File: config.mk
export PLATFORM = sky130hd
export DESIGN_NAME = riscv_lsu
export DESIGN_NICKNAME = d
export VERILOG_FILES = /design/src/rtl/riscv_pkg.sv /design/src/rtl/riscv_lsu_align.sv /design/src/rtl/riscv_lsu.sv
export SDC_FILE = /design/constraint.sdc
export NUM_CORES = 1
export LEC_CHECK = 0
export CORE_ASPECT_RATIO = 0.9
export CORE_MARGIN = 2
export CORE_UTILIZATION = 44
export CTS_CLUSTER_SIZE = 40
export DETAILED_ROUTE_END_ITERATION = 12
export HOLD_SLACK_MARGIN = 0.15
export PLACE_DENSITY = 0.8
export SLEW_MARGIN = 20
export SYNTH_ARGS = -nofsm -noshare
export SYNTH_HDL_FRONTEND = slang
export SYNTH_HIERARCHICAL = 1
export SYNTH_SLANG_ARGS = --single-unit
File: constraint.sdc
create_clock -name clk_i -period 4.6 [get_ports clk_i]
set_clock_uncertainty 0.15 [all_clocks]
set_input_delay 0.92 -clock clk_i [delete_from_list [all_inputs] [get_ports clk_i]]
set_output_delay 0.92 -clock clk_i [all_outputs]
set_load 0.005 [all_outputs]
File: src/rtl/riscv_pkg.sv
// Shared core definitions: load/store size encodings (funct3) and LSU state type.
package riscv_pkg;

  localparam logic [2:0] LDST_B  = 3'd0;
  localparam logic [2:0] LDST_H  = 3'd1;
  localparam logic [2:0] LDST_W  = 3'd2;
  localparam logic [2:0] LDST_BU = 3'd4;
  localparam logic [2:0] LDST_HU = 3'd5;

  typedef enum logic [1:0] {
    LSU_IDLE,
    LSU_REQ,
    LSU_RESP,
    LSU_DONE
  } lsu_state_t;

  // Illegal funct3 codes are reported through the same path as misalignment.
  function automatic logic lsu_bad_access(input logic [2:0] size, input logic [1:0] off);
    logic bad;
    case (size)
      LDST_B, LDST_BU: bad = 1'b0;
      LDST_H, LDST_HU: bad = off[0];
      LDST_W:          bad = (off != 2'b00);
      default:         bad = 1'b1;
    endcase
    return bad;
  endfunction

endpackage

File: src/rtl/riscv_lsu_align.sv
// Combinational lane logic: store byte enables / replicated write data, and
// load lane extraction with sign or zero extension.
module riscv_lsu_align
  import riscv_pkg::*;
(
  input  logic        we_i,
  input  logic [2:0]  size_i,
  input  logic [1:0]  off_i,
  input  logic [31:0] wdata_i,
  input  logic [31:0] rdata_i,
  output logic [3:0]  be_o,
  output logic [31:0] wdata_o,
  output logic [31:0] load_o
);

  logic [7:0]  rbyte;
  logic [15:0] rhalf;

  always_comb begin
    be_o    = 4'b1111;
    wdata_o = wdata_i;
    if (we_i) begin
      case (size_i)
        LDST_B: begin
          be_o    = 4'b0001 << off_i;
          wdata_o = {4{wdata_i[7:0]}};
        end
        LDST_H: begin
          be_o    = 4'b0011 << {off_i[1], 1'b0};
          wdata_o = {2{wdata_i[15:0]}};
        end
        default: begin
          be_o    = 4'b1111;
          wdata_o = wdata_i;
        end
      endcase
    end
  end

  always_comb begin
    case (off_i)
      2'd0:    rbyte = rdata_i[7:0];
      2'd1:    rbyte = rdata_i[15:8];
      2'd2:    rbyte = rdata_i[23:16];
      default: rbyte = rdata_i[31:24];
    endcase
    rhalf = off_i[1] ? rdata_i[31:16] : rdata_i[15:0];
    case (size_i)
      LDST_B:  load_o = {{24{rbyte[7]}}, rbyte};
      LDST_BU: load_o = {24'd0, rbyte};
      LDST_H:  load_o = {{16{rhalf[15]}}, rhalf};
      LDST_HU: load_o = {16'd0, rhalf};
      default: load_o = rdata_i;
    endcase
  end

endmodule

File: src/rtl/riscv_lsu.sv
// Load-store unit: one request/grant/response bus transaction per memory
// instruction, stalling the core until the DONE cycle.
module riscv_lsu
  import riscv_pkg::*;
#(
  parameter int ADDR_W = 32
) (
  input  logic              clk_i,
  input  logic              rst_i,
  input  logic              lsu_req_i,
  input  logic              lsu_we_i,
  input  logic [2:0]        lsu_size_i,
  input  logic [ADDR_W-1:0] lsu_addr_i,
  input  logic [31:0]       lsu_data_i,
  output logic [31:0]       lsu_data_o,
  output logic              lsu_stall_req_o,
  output logic              lsu_fault_o,
  output logic              data_req_o,
  output logic              data_we_o,
  output logic [3:0]        data_be_o,
  output logic [ADDR_W-1:0] data_addr_o,
  output logic [31:0]       data_wdata_o,
  input  logic              data_gnt_i,
  input  logic              data_rvalid_i,
  input  logic [31:0]       data_rdata_i
);

  lsu_state_t        state_q, state_d;
  logic              we_q;
  logic [2:0]        size_q;
  logic [1:0]        off_q;
  logic [ADDR_W-1:0] addr_q;
  logic [3:0]        be_q;
  logic [31:0]       wdata_q;
  logic [31:0]       rdata_q;

  logic              fault;
  logic              accept;
  logic              idle;
  logic              al_we;
  logic [2:0]        al_size;
  logic [1:0]        al_off;
  logic [3:0]        al_be;
  logic [31:0]       al_wdata;
  logic [31:0]       al_load;

  assign idle   = (state_q == LSU_IDLE);
  assign fault  = lsu_req_i && lsu_bad_access(lsu_size_i, lsu_addr_i[1:0]);
  assign accept = idle && lsu_req_i && !fault;

  // One aligner serves both directions: live inputs format the store in IDLE,
  // latched fields steer the load extraction once the transaction is running.
  assign al_we   = idle ? lsu_we_i          : we_q;
  assign al_size = idle ? lsu_size_i        : size_q;
  assign al_off  = idle ? lsu_addr_i[1:0]   : off_q;

  riscv_lsu_align u_align (
    .we_i    (al_we),
    .size_i  (al_size),
    .off_i   (al_off),
    .wdata_i (lsu_data_i),
    .rdata_i (data_rdata_i),
    .be_o    (al_be),
    .wdata_o (al_wdata),
    .load_o  (al_load)
  );

  always_comb begin
    state_d = state_q;
    case (state_q)
      LSU_IDLE: if (accept)        state_d = LSU_REQ;
      LSU_REQ:  if (data_gnt_i)    state_d = LSU_RESP;
      LSU_RESP: if (data_rvalid_i) state_d = LSU_DONE;
      default:                     state_d = LSU_IDLE;
    endcase
  end

  always_ff @(posedge clk_i or posedge rst_i) begin
    if (rst_i) begin
      state_q <= LSU_IDLE;
      we_q    <= 1'b0;
      size_q  <= 3'd0;
      off_q   <= 2'd0;
      addr_q  <= '0;
      be_q    <= 4'd0;
      wdata_q <= 32'd0;
      rdata_q <= 32'd0;
    end else begin
      state_q <= state_d;
      if (accept) begin
        we_q    <= lsu_we_i;
        size_q  <= lsu_size_i;
        off_q   <= lsu_addr_i[1:0];
        addr_q  <= {lsu_addr_i[ADDR_W-1:2], 2'b00};
        be_q    <= al_be;
        wdata_q <= al_wdata;
      end
      if (state_q == LSU_RESP && data_rvalid_i && !we_q) begin
        rdata_q <= al_load;
      end
    end
  end

  assign lsu_data_o      = rdata_q;
  assign lsu_fault_o     = fault && idle;
  assign lsu_stall_req_o = lsu_req_i && !fault && (state_q != LSU_DONE);
  assign data_req_o      = (state_q == LSU_REQ);
  assign data_we_o       = we_q;
  assign data_be_o       = be_q;
  assign data_addr_o     = addr_q;
  assign data_wdata_o    = wdata_q;

endmodule

* After elaboration in Yosys (flattened, before gate mapping)
Cells that the tools add are included.
** Word-level totals
- Register bits after elaboration :: 106
- Bits of input ports :: 105
- Output and inout bits :: 104
- Word-level logic and storage cells :: 58
** Operators by class
- Equality and inequality tests :: 15
- Shift operators :: 2
- Muxes and demuxes :: 15
- Reductions and logical operators :: 18
** Operator list (number)
- $pmux W32 S4 :: 1
- $pmux W32 S2 :: 1
- $mux W32 :: 1
- $pmux W8 S3 :: 1
- $mux W16 :: 1
- $eq A3 B3 Y1 const B :: 4
- $logic_and A1 B1 Y1 :: 8
- $mux W2 :: 4
- $pmux W4 S2 :: 1
- $eq A3 B1 Y1 const B :: 2
- $logic_not A3 Y1 :: 2
- $ne A2 B2 Y1 const B :: 3
- $pmux W2 S3 :: 1
- $eq A2 B1 Y1 const B :: 2
- $eq A2 B2 Y1 const B :: 2
- $logic_not A2 Y1 :: 2
- $mux W4 :: 1
- $reduce_or A2 Y1 :: 2
- $shl A1 B2 Y4 const A :: 1
- $shl A2 B2 Y4 const A :: 1
- $eq A3 B2 Y1 const B :: 1
- $mux W3 :: 1
- $pmux W1 S3 :: 1
- $reduce_and A3 Y1 :: 1
- other kinds (4) :: 5

* Longest topological paths before layout
Gate-level depths: netlist of the first run.
- Depth after elaboration :: 8
- Depth in mapped cells :: 11
- Mapped depth without buffers :: 7

* Modules after synthesis
Netlist of the first run, hierarchy kept.
** Modules (own cells, without submodules)
- riscv_lsu :: instances 1, cells each 251, area each 4211.5 sq um, seq. area each 2652.5 sq um
- riscv_lsu_align :: instances 1, cells each 166, area each 1204.9 sq um, seq. area each 0.0 sq um

* Least setup slack after synthesis of the first run
Ideal clock, no wire load.
- Path kind :: input -> register
- Start :: input lsu_addr_i[1]
- End :: register rdata_q[10] (netlist: lsu_data_o[10])
- Setup time :: 0.125 ns
- Data arrival time :: 2.432 ns
- Required time :: 4.325 ns
- Slack :: 1.893 ns
- Stages :: 6
- Path buffers :: 1
- Cell sequence :: mux2_2 mux4_2 and2_1 buf_6 a221o_1 mux2_2
** On the way
- Longest elaborated chain between the ends :: 4
- Elaborated cells on any way between the ends :: 7
- Those cells by class :: eq/ne: 2; mux: 4; reduce/logical: 1
** Ends and longest elaborated chain
- from (decl) :: line riscv_lsu.sv:13 : input logic [ADDR_W-1:0] lsu_addr_i,
- $mux W2 * :: line riscv_lsu.sv:55 : assign al_off = idle ? lsu_addr_i[1:0] : off_q;
- $eq A2 B2 Y1, or another cell as far along :: line riscv_lsu_align.sv:41 : case (off_i)
- $pmux W8 S3 :: line riscv_lsu_align.sv:41
- $pmux W32 S4 * :: line riscv_lsu_align.sv:48 : case (size_i)
- via al_load[10] :: line riscv_lsu.sv:45 : logic [31:0] al_load;
- to (signal assigned) :: line riscv_lsu.sv:99 : rdata_q <= al_load;
- to (decl) :: line riscv_lsu.sv:35 : logic [31:0] rdata_q;
Mark *: on every way through the listed nets, which the timed path passes. The rest lies on a longest branch.
A chain may end at the register's enable or synchronous reset.

* Final worst setup path of the first run
- Start :: input lsu_addr_i[0]
- End :: output lsu_stall_req_o
** On the way
- Longest elaborated chain between the ends :: 6
** Ends and longest elaborated chain
- $reduce_bool A2 Y1 :: line riscv_pkg.sv:23 : LDST_W: bad = (off != 2'b00);
- $pmux W1 S3 * :: line riscv_pkg.sv:20 : case (size)
- $logic_and A1 B1 Y1 * :: line riscv_lsu.sv:48 : assign fault = lsu_req_i && lsu_bad_access(lsu_size_i, lsu_addr_i[1:0]);
- $logic_not A1 Y1 * :: line riscv_lsu.sv:106 : assign lsu_stall_req_o = lsu_req_i && !fault && (state_q != LSU_DONE);
- $logic_and A1 B1 Y1 * (2 in series) :: line riscv_lsu.sv:106
- to (decl) :: line riscv_lsu.sv:16 : output logic lsu_stall_req_o,
Every way passes the cells marked *; elsewhere a longest branch is shown, timed or not.

==> results of run 1 <==
## cell type report
| class | count | area, um^2 | share of cell area, % |
|---|---|---|---|
| flip-flops and latches | 106 | 2650 | 34.3 |
| multi-input cells | 259 | 2440 | 31.5 |
| repair buffers | 213 | 2110 | 27.3 |
| clock buffers | 10 | 239 | 3.09 |
| well taps | 160 | 200 | 2.59 |
| inverters | 14 | 55.1 | 0.711 |
| clock inverters | 6 | 41.3 | 0.533 |
## cells in the mapped netlist, types with 2 or more instances
master    instances
mux2_2          121
dfrtp_1         106
nand2_1          19
nor2_1           18
a21oi_1          17
buf_4            13
inv_1            13
o21ai_0          13
clkbuf_1          9
a221o_1           8
a22o_1            8
a311oi_1          8
mux2i_1           8
mux4_2            8
clkbuf_8          7
mux2_4            7
buf_2             6
ha_1              4
nor2b_1           4
and2_1            2
buf_1             2
nor3b_1           2
or2_2             2
## sequential cells by signal, indices dropped and copies added, names as in the netlist
signal and cells:
lsu_data_o 32, data_be_o 4, data_wdata_o 32, data_we_o 1, off_q 2, data_addr_o 30
size_q 3, state_q 2
## worst max path at each step
stage	start	to	slack [ps]	cells past startpoint
floorplan	rst_i	data_addr_o[10]	740	1
global placement	lsu_addr_i[0]	lsu_stall_req_o	990	5
detailed placement	lsu_size_i[0]	data_wdata_o[12]	910	6
CTS	lsu_addr_i[0]	lsu_stall_req_o	920	5
global route	lsu_size_i[0]	lsu_stall_req_o	800	5
finish	lsu_addr_i[0]	lsu_stall_req_o	970	5
## layer usage
| metal | track usage [%] | vias up |
|---|---|---|
| met5 | 0 | - |
| met2 | 37.0 | 218 |
| met4 | 6.98 | 0 |
| li1 | - | 1862 |
| met3 | 9.21 | 28 |
| met1 | 26.1 | 2058 |
## cells by family after synthesis
| kind of cell | synth area share (%) |
|---|---|
| fa+ha+maj | 0.924 |
| mux | 31.9 |
| buf+inv | 6.17 |
| compound gates | 7.42 |
| other cells | 0.0692 |
| flops | 49.0 |
| simple gates | 4.55 |
## power groups by stage
stage                     logic, mW  clock network, mW  registers (mW)
after floorplan                1.47                  0            1.66
after global placement         2.68                  0            1.64
after detailed placement       2.74                  0            1.66
after CTS                      2.75              0.742            1.65
after global routing           2.95              0.785            1.71
final                          2.73              0.727            1.65
## critical path: cells and delay by family
family                 cells  cell delay (ps)
AOI/OAI and AO/OA          1              170
buffers and inverters      2              980
and+or+nand+nor            2              490
## through the flow
step	setup WS, ps	hold WS [ps]
floorplan	741	325
global placement	993	337
detailed placement	906	343
CTS	920	361
global route	800	376
finish	972	358
==> impl_results.md, run 1 <==
* Max Root-Sink Buffers at 2
* Post-CTS resize count at 0
* Setup crit end kind: primary output
* Fin util at 64.4%
* Internal Power at 3.43 mW
* Inserted Clock Buffers at 9
* Largest area contributor in the synthesized netlist: dfrtp_1
* Antenna violations before repair at 0
* Gr usage total at 22.2%
* Most used cell, CP: clkdlybuf4s50_1
* Iter 0 DRT Violations at 278
* Tmin final at 3630 ps
* CTS root buf: clkbuf_16
* Ys flop type: dfrtp_1
* Crit path DAT at 2560 ps
* Boundary Pins at 209
* Most common cell after layout, fill and taps aside: clkdlybuf4s50_1
* Worst hold-check path type: reg -> reg
* Antenna Nets Post-Route at 0
* Cell count after synthesis at 417
* Detailed-route wire length per cell at 18.8 um
* Max frequency at 276 MHz
* Postcts setup bufs at 0
* Cts hold-fix bufs at 0
* Core ar. at 0.0120 mm^2
* RePlAce Congestion at 0.855
* Setup-failing EPs final at 0
* Power share of the sequential group at 32.3%
* Global-route wire length before repair at 22.7 mm
* Min-Delay Startpoint: lsu_data_o[7]
* Setup slack, reg-to-reg at 1270 ps
* Slowest cell on crit path: clkdlybuf4s50_1
* DRC at 0
* Overall overflow remaining after global route at 0
* CP Data Required Time at 3530 ps
* Critical path class: in -> out
* Final WL at 14.4 mm
* Yosys warns at 6
* Met1 wire length at 5.57 mm
* Fraction of layout cells with a size suffix above 1 at 27.1%
* Post-Layout Inst Area at 0.00774 mm^2
* Total chip power at 5.11 mW
* Cell total after placement at 752
* Leak at 3.26 nW
* Via count at 4,166
* Fill count at 916
* Initial core utilization at 45.0%
* Post-synthesis cell type count at 35
* Layout net count at 712
* Worst slew pin tran at 797 ps
* Hold Path Stages at 1
* Number of max-cap violations at 0
* Highest routed layer: met4
* Met2 routed WL at 7.01 mm
* Worst-path clk slew at 70 ps
* Fin crit share at 78.9%
* Die height at 109 um
* Critical path cell sequence: clkdlybuf4s50_1 -> nor4_1 -> o21ai_0 -> nor2_1 -> clkdlybuf4s50_1
* Row Count at 38
* Worst Path Max Fanout at 4
* R2R Path Start: state_q[0]
* Largest net degree at the start of global routing at 64
* Vias in the first global route at 4,445
* Non-filler cells, final at 768
* Status: complete, no violations
* Post-DP HPWL at 10.7 mm
* Pwr dens at 660 mW/mm^2
* Type of origin of the critical path: primary input
* Worst IR Drop VDD at 0.337 mV
* Placed Area at 0.00746 mm^2
* Psw at 1.68 mW
* Sw Share at 32.8%
* Logic pwr share at 53.4%
* Clock latency on the worst-skew pair at 340 ps
* Top post-synthesis cells by area: dfrtp_1, mux2_2, mux4_2
* Mean Syn Cell Area at 13.0 um^2
* Mapped Area at 0.00542 mm^2
* Post-synthesis sequential area ratio at 49.0%
* Syn-to-layout area delta at 42.9%
* Post-synth EDFFs at 0
* CTS sink cnt at 106
* RSZ-0062 raised after global routing: false
* Share of the synthesized area in the top cell type at 49.0%
* Slew Viols, Final at 0
* Count of final hold-check violations at 0
* Worst path max stage delay at 520 ps
* PortBufs at 206
* Reg2Reg Depth at 7
* Post-synthesis async set-or-reset flop share at 100%
* CTS HTree Levels at 3
* Max-slew headroom at 46.8%
* Clock power share at 14.2%
* DRT Pass-1 Iters at 5
* Hold path endpoint: lsu_data_o[7]
* Die X at 121 um
* Total negative slack at 0 ps
* Most frequent cells in the layout: clkdlybuf4s50_1, mux2_2, dfrtp_1
* Number of antenna diodes at 0
* CTS tree: done
* WL met3 at 1.59 mm
* Synth Register Bits at 106
* Vias per inst at 5.42
* Die area at 0.0132 mm^2
* Reg-to-Reg End: data_wdata_o[12]
Note: power is estimated with default switching activity, not from simulation.
==> run 2, diff against run 1 <==
==> constraint.sdc (replaced) <==
create_clock -name clk_i -period 3.4 [get_ports clk_i]
set_clock_uncertainty 0.15 [all_clocks]
set_input_delay 0.68 -clock clk_i [delete_from_list [all_inputs] [get_ports clk_i]]
set_output_delay 0.68 -clock clk_i [all_outputs]
set_load 0.005 [all_outputs]
==> run 2 against run 1 <==
  * Global-route usage is 0.36 points higher
  * Register-to-register slack worse by 880 ps
  * Flip-flop and latch count stayed put
  * Worst setup slack worse by 710 ps
  * Core utilization rose by 0.71 points
  * Largest cell class unchanged
==> impl_results.md, run 2 (synthesized netlist as in run 1, its figures left out) <==
* Boundary Pins at 209 (unchanged)
* Setup crit end kind: primary output (unchanged)
* Setup-failing EPs final at 0 (unchanged)
* Cell family with most CP delay: buffers and inverters (unchanged)
* Die X at 121 um (unchanged)
* Status: complete, no violations (unchanged)
* Buf+Inv Stages, Crit Path at 2 (unchanged)
* Initial core utilization at 45.0% (unchanged)
* Most frequent cells in the layout: clkdlybuf4s50_1, mux2_2, dfrtp_1 (unchanged)
* Most used cell, CP: clkdlybuf4s50_1 (unchanged)
* Final worst setup slack at 261 ps (was 972 ps)
* Pwr dens at 903 mW/mm^2 (was 660 mW/mm^2)
* Worst slew pin tran at 720 ps (was 797 ps)
* Largest net degree at the start of global routing at 73 (was 64)
* RePlAce Congestion at 0.894 (was 0.855)
* RSZ-0062 raised after global routing: false (unchanged)
* Final WL at 14.4 mm (about the same)
* Critical path origin: lsu_addr_i[0] (unchanged)
* Worst IR Drop VDD at 0.490 mV (was 0.337 mV)
* Fraction of layout cells with a size suffix above 1 at 27.6% (was 27.1%)
* Fin util at 65.1% (was 64.4%)
* Count of final hold-check violations at 0 (unchanged)
* Inserted Clock Buffers at 9 (unchanged)
* Min-Delay Startpoint: size_q[2] (was lsu_data_o[7])
* CTS sink cnt at 106 (unchanged)
* Critical path cell sequence: clkdlybuf4s50_1 -> nor4_1 -> o21ai_0 -> nor2_1 -> clkdlybuf4s50_1 (unchanged)
* Vias per inst at 5.37 (was 5.42)
* Max-slew headroom at 51.9% (was 46.8%)
* Post-CTS resize count at 0 (unchanged)
* Type of origin of the critical path: primary input (unchanged)
* Internal Power at 4.77 mW (was 3.43 mW)
* Core ar. at 0.0120 mm^2 (unchanged)
* Worst hold-check path type: reg -> reg (unchanged)
* CTS HTree Levels at 3 (unchanged)
* Syn-to-layout area delta at 44.5% (was 42.9%)
* Worst Path Max Fanout at 4 (unchanged)
* Post-DP HPWL at 10.6 mm (was 10.7 mm)
* Hold path endpoint: size_q[2] (was lsu_data_o[7])
* CTS root buf: clkbuf_16 (unchanged)
* Hold Path Stages at 1 (unchanged)
* Global-route wire length before repair at 22.9 mm (was 22.7 mm)
* Vias in the first global route at 4,441 (was 4,445)
* Overall overflow remaining after global route at 0 (unchanged)
* Psw at 2.30 mW (was 1.68 mW)
* Critical path class: in -> out (unchanged)
* Clock latency on the worst-skew pair at 350 ps (was 340 ps)
* Iter 0 DRT Violations at 257 (was 278)
* Leak at 3.30 nW (was 3.26 nW)
* Reg-to-Reg End: lsu_data_o[8] (was data_wdata_o[12])
* Most common cell after layout, fill and taps aside: clkdlybuf4s50_1 (unchanged)
* Die height at 109 um (unchanged)
* Clock power share at 15.0% (was 14.2%)
* Number of antenna diodes at 0 (unchanged)
* Fin crit share at 92.3%
* Max frequency at 319 MHz
* PortBufs at 206 (unchanged)
* Reg2Reg Depth at 8 (was 7)
* Slowest cell on crit path: clkdlybuf4s50_1 (unchanged)
* DRC at 0 (unchanged)
* Die area at 0.0132 mm^2 (unchanged)
* Worst-path clk slew at 80 ps (was 70 ps)
* Detailed-route wire length per cell at 18.7 um (was 18.8 um)
* CTS tree: done (unchanged)
* Total negative slack at 0 ps (unchanged)
* Worst path max stage delay at 520 ps (about the same)
* Postcts setup bufs at 0 (unchanged)
* Number of max-cap violations at 0 (unchanged)
* Gr usage total at 22.5% (was 22.2%)
* Antenna Nets Post-Route at 0 (unchanged)
* Antenna violations before repair at 0 (unchanged)
* Row Count at 38 (unchanged)
* Via count at 4,150 (was 4,166)
* DRT Pass-1 Iters at 4 (was 5)
* Post-place setup slack at 224 ps (was 906 ps)
* Power share of the sequential group at 31.6% (was 32.3%)
* Sw Share at 32.5% (was 32.8%)
* R2R Path Start: state_q[0] (unchanged)
* Crit path DAT at 2310 ps (was 2560 ps)
* Setup slack, reg-to-reg at 390 ps (was 1270 ps)
* Layout net count at 717 (was 712)
* Tmin final at 3140 ps
* Slew Viols, Final at 0 (unchanged)
* CP Data Required Time at 2570 ps (was 3530 ps)
* Cts hold-fix bufs at 0 (unchanged)
* Logic pwr share at 53.4% (about the same)
* Max Root-Sink Buffers at 2 (unchanged)
run 2: cell types whose count changed in the layout (fill, tap and decap cells not counted), sizes merged:
cell,previous run,this run
clkinvlp,3,2
inv,14,15
buf,7,12
clkinv,3,2
bufinv,0,1
run 2: layout make-up:
class,instances,area [um^2]
timing repair buffer,218,2180
fill,889,4200
inverter,14,56.3
clock buffer,10,229
multi-input combinational,259,2440
clock inverter,6,72.6
tap,160,200
sequential,106,2650
run 2: routing by layer:
| layer | part of all wire [%] | global-route usage (%) | vias up |
|---|---|---|---|
| met1 | 39 | 26.8 | 2051 |
| met5 | 0 | 0 | - |
| met4 | 2.8 | 10.4 | 0 |
| li1 | - | - | 1880 |
| met3 | 10 | 8.00 | 26 |
| met2 | 48 | 36.8 | 193 |
run 2: worst max-delay path by stage:
stage                     depth (start not counted)  slack [ps]               to
after global placement                            7         300   lsu_data_o[10]
after CTS                                         5         230  lsu_stall_req_o
after detailed placement                          5         220  lsu_stall_req_o
final                                             5         260  lsu_stall_req_o
after global routing                              5         130  lsu_stall_req_o
after floorplan                                   9         760   lsu_data_o[10]
run 2: power by group through the flow:
| stage | Sequential (mW) | Combinational (mW) | Clock [mW] |
|---|---|---|---|
| floorplan | 2.24 | 1.98 | 0 |
| global placement | 2.21 | 3.69 | 0 |
| detailed placement | 2.26 | 3.78 | 0 |
| CTS | 2.24 | 3.81 | 1.09 |
| global route | 2.31 | 4.09 | 1.13 |
| finish | 2.24 | 3.77 | 1.06 |
run 2: metrics by stage:
stage	area (um^2)	cells	hold slack, ps	power (mW)
after global placement	7520	757	336	5.91
after floorplan	5420	418	325	4.22
after detailed placement	7520	757	340	6.04
final	7830	773	356	7.07
after CTS	7830	773	358	7.14
after global routing	7830	773	362	7.53
run 2: worst reg2reg max path, stage by stage, from the launching register on:
cell	delay [ps]
dfrtp_1	420
inv_1	100
ha_1	450
mux2_2	280
buf_4	280
clkinv_1	350
a22o_1	310
a221o_1	300
mux2_2	260
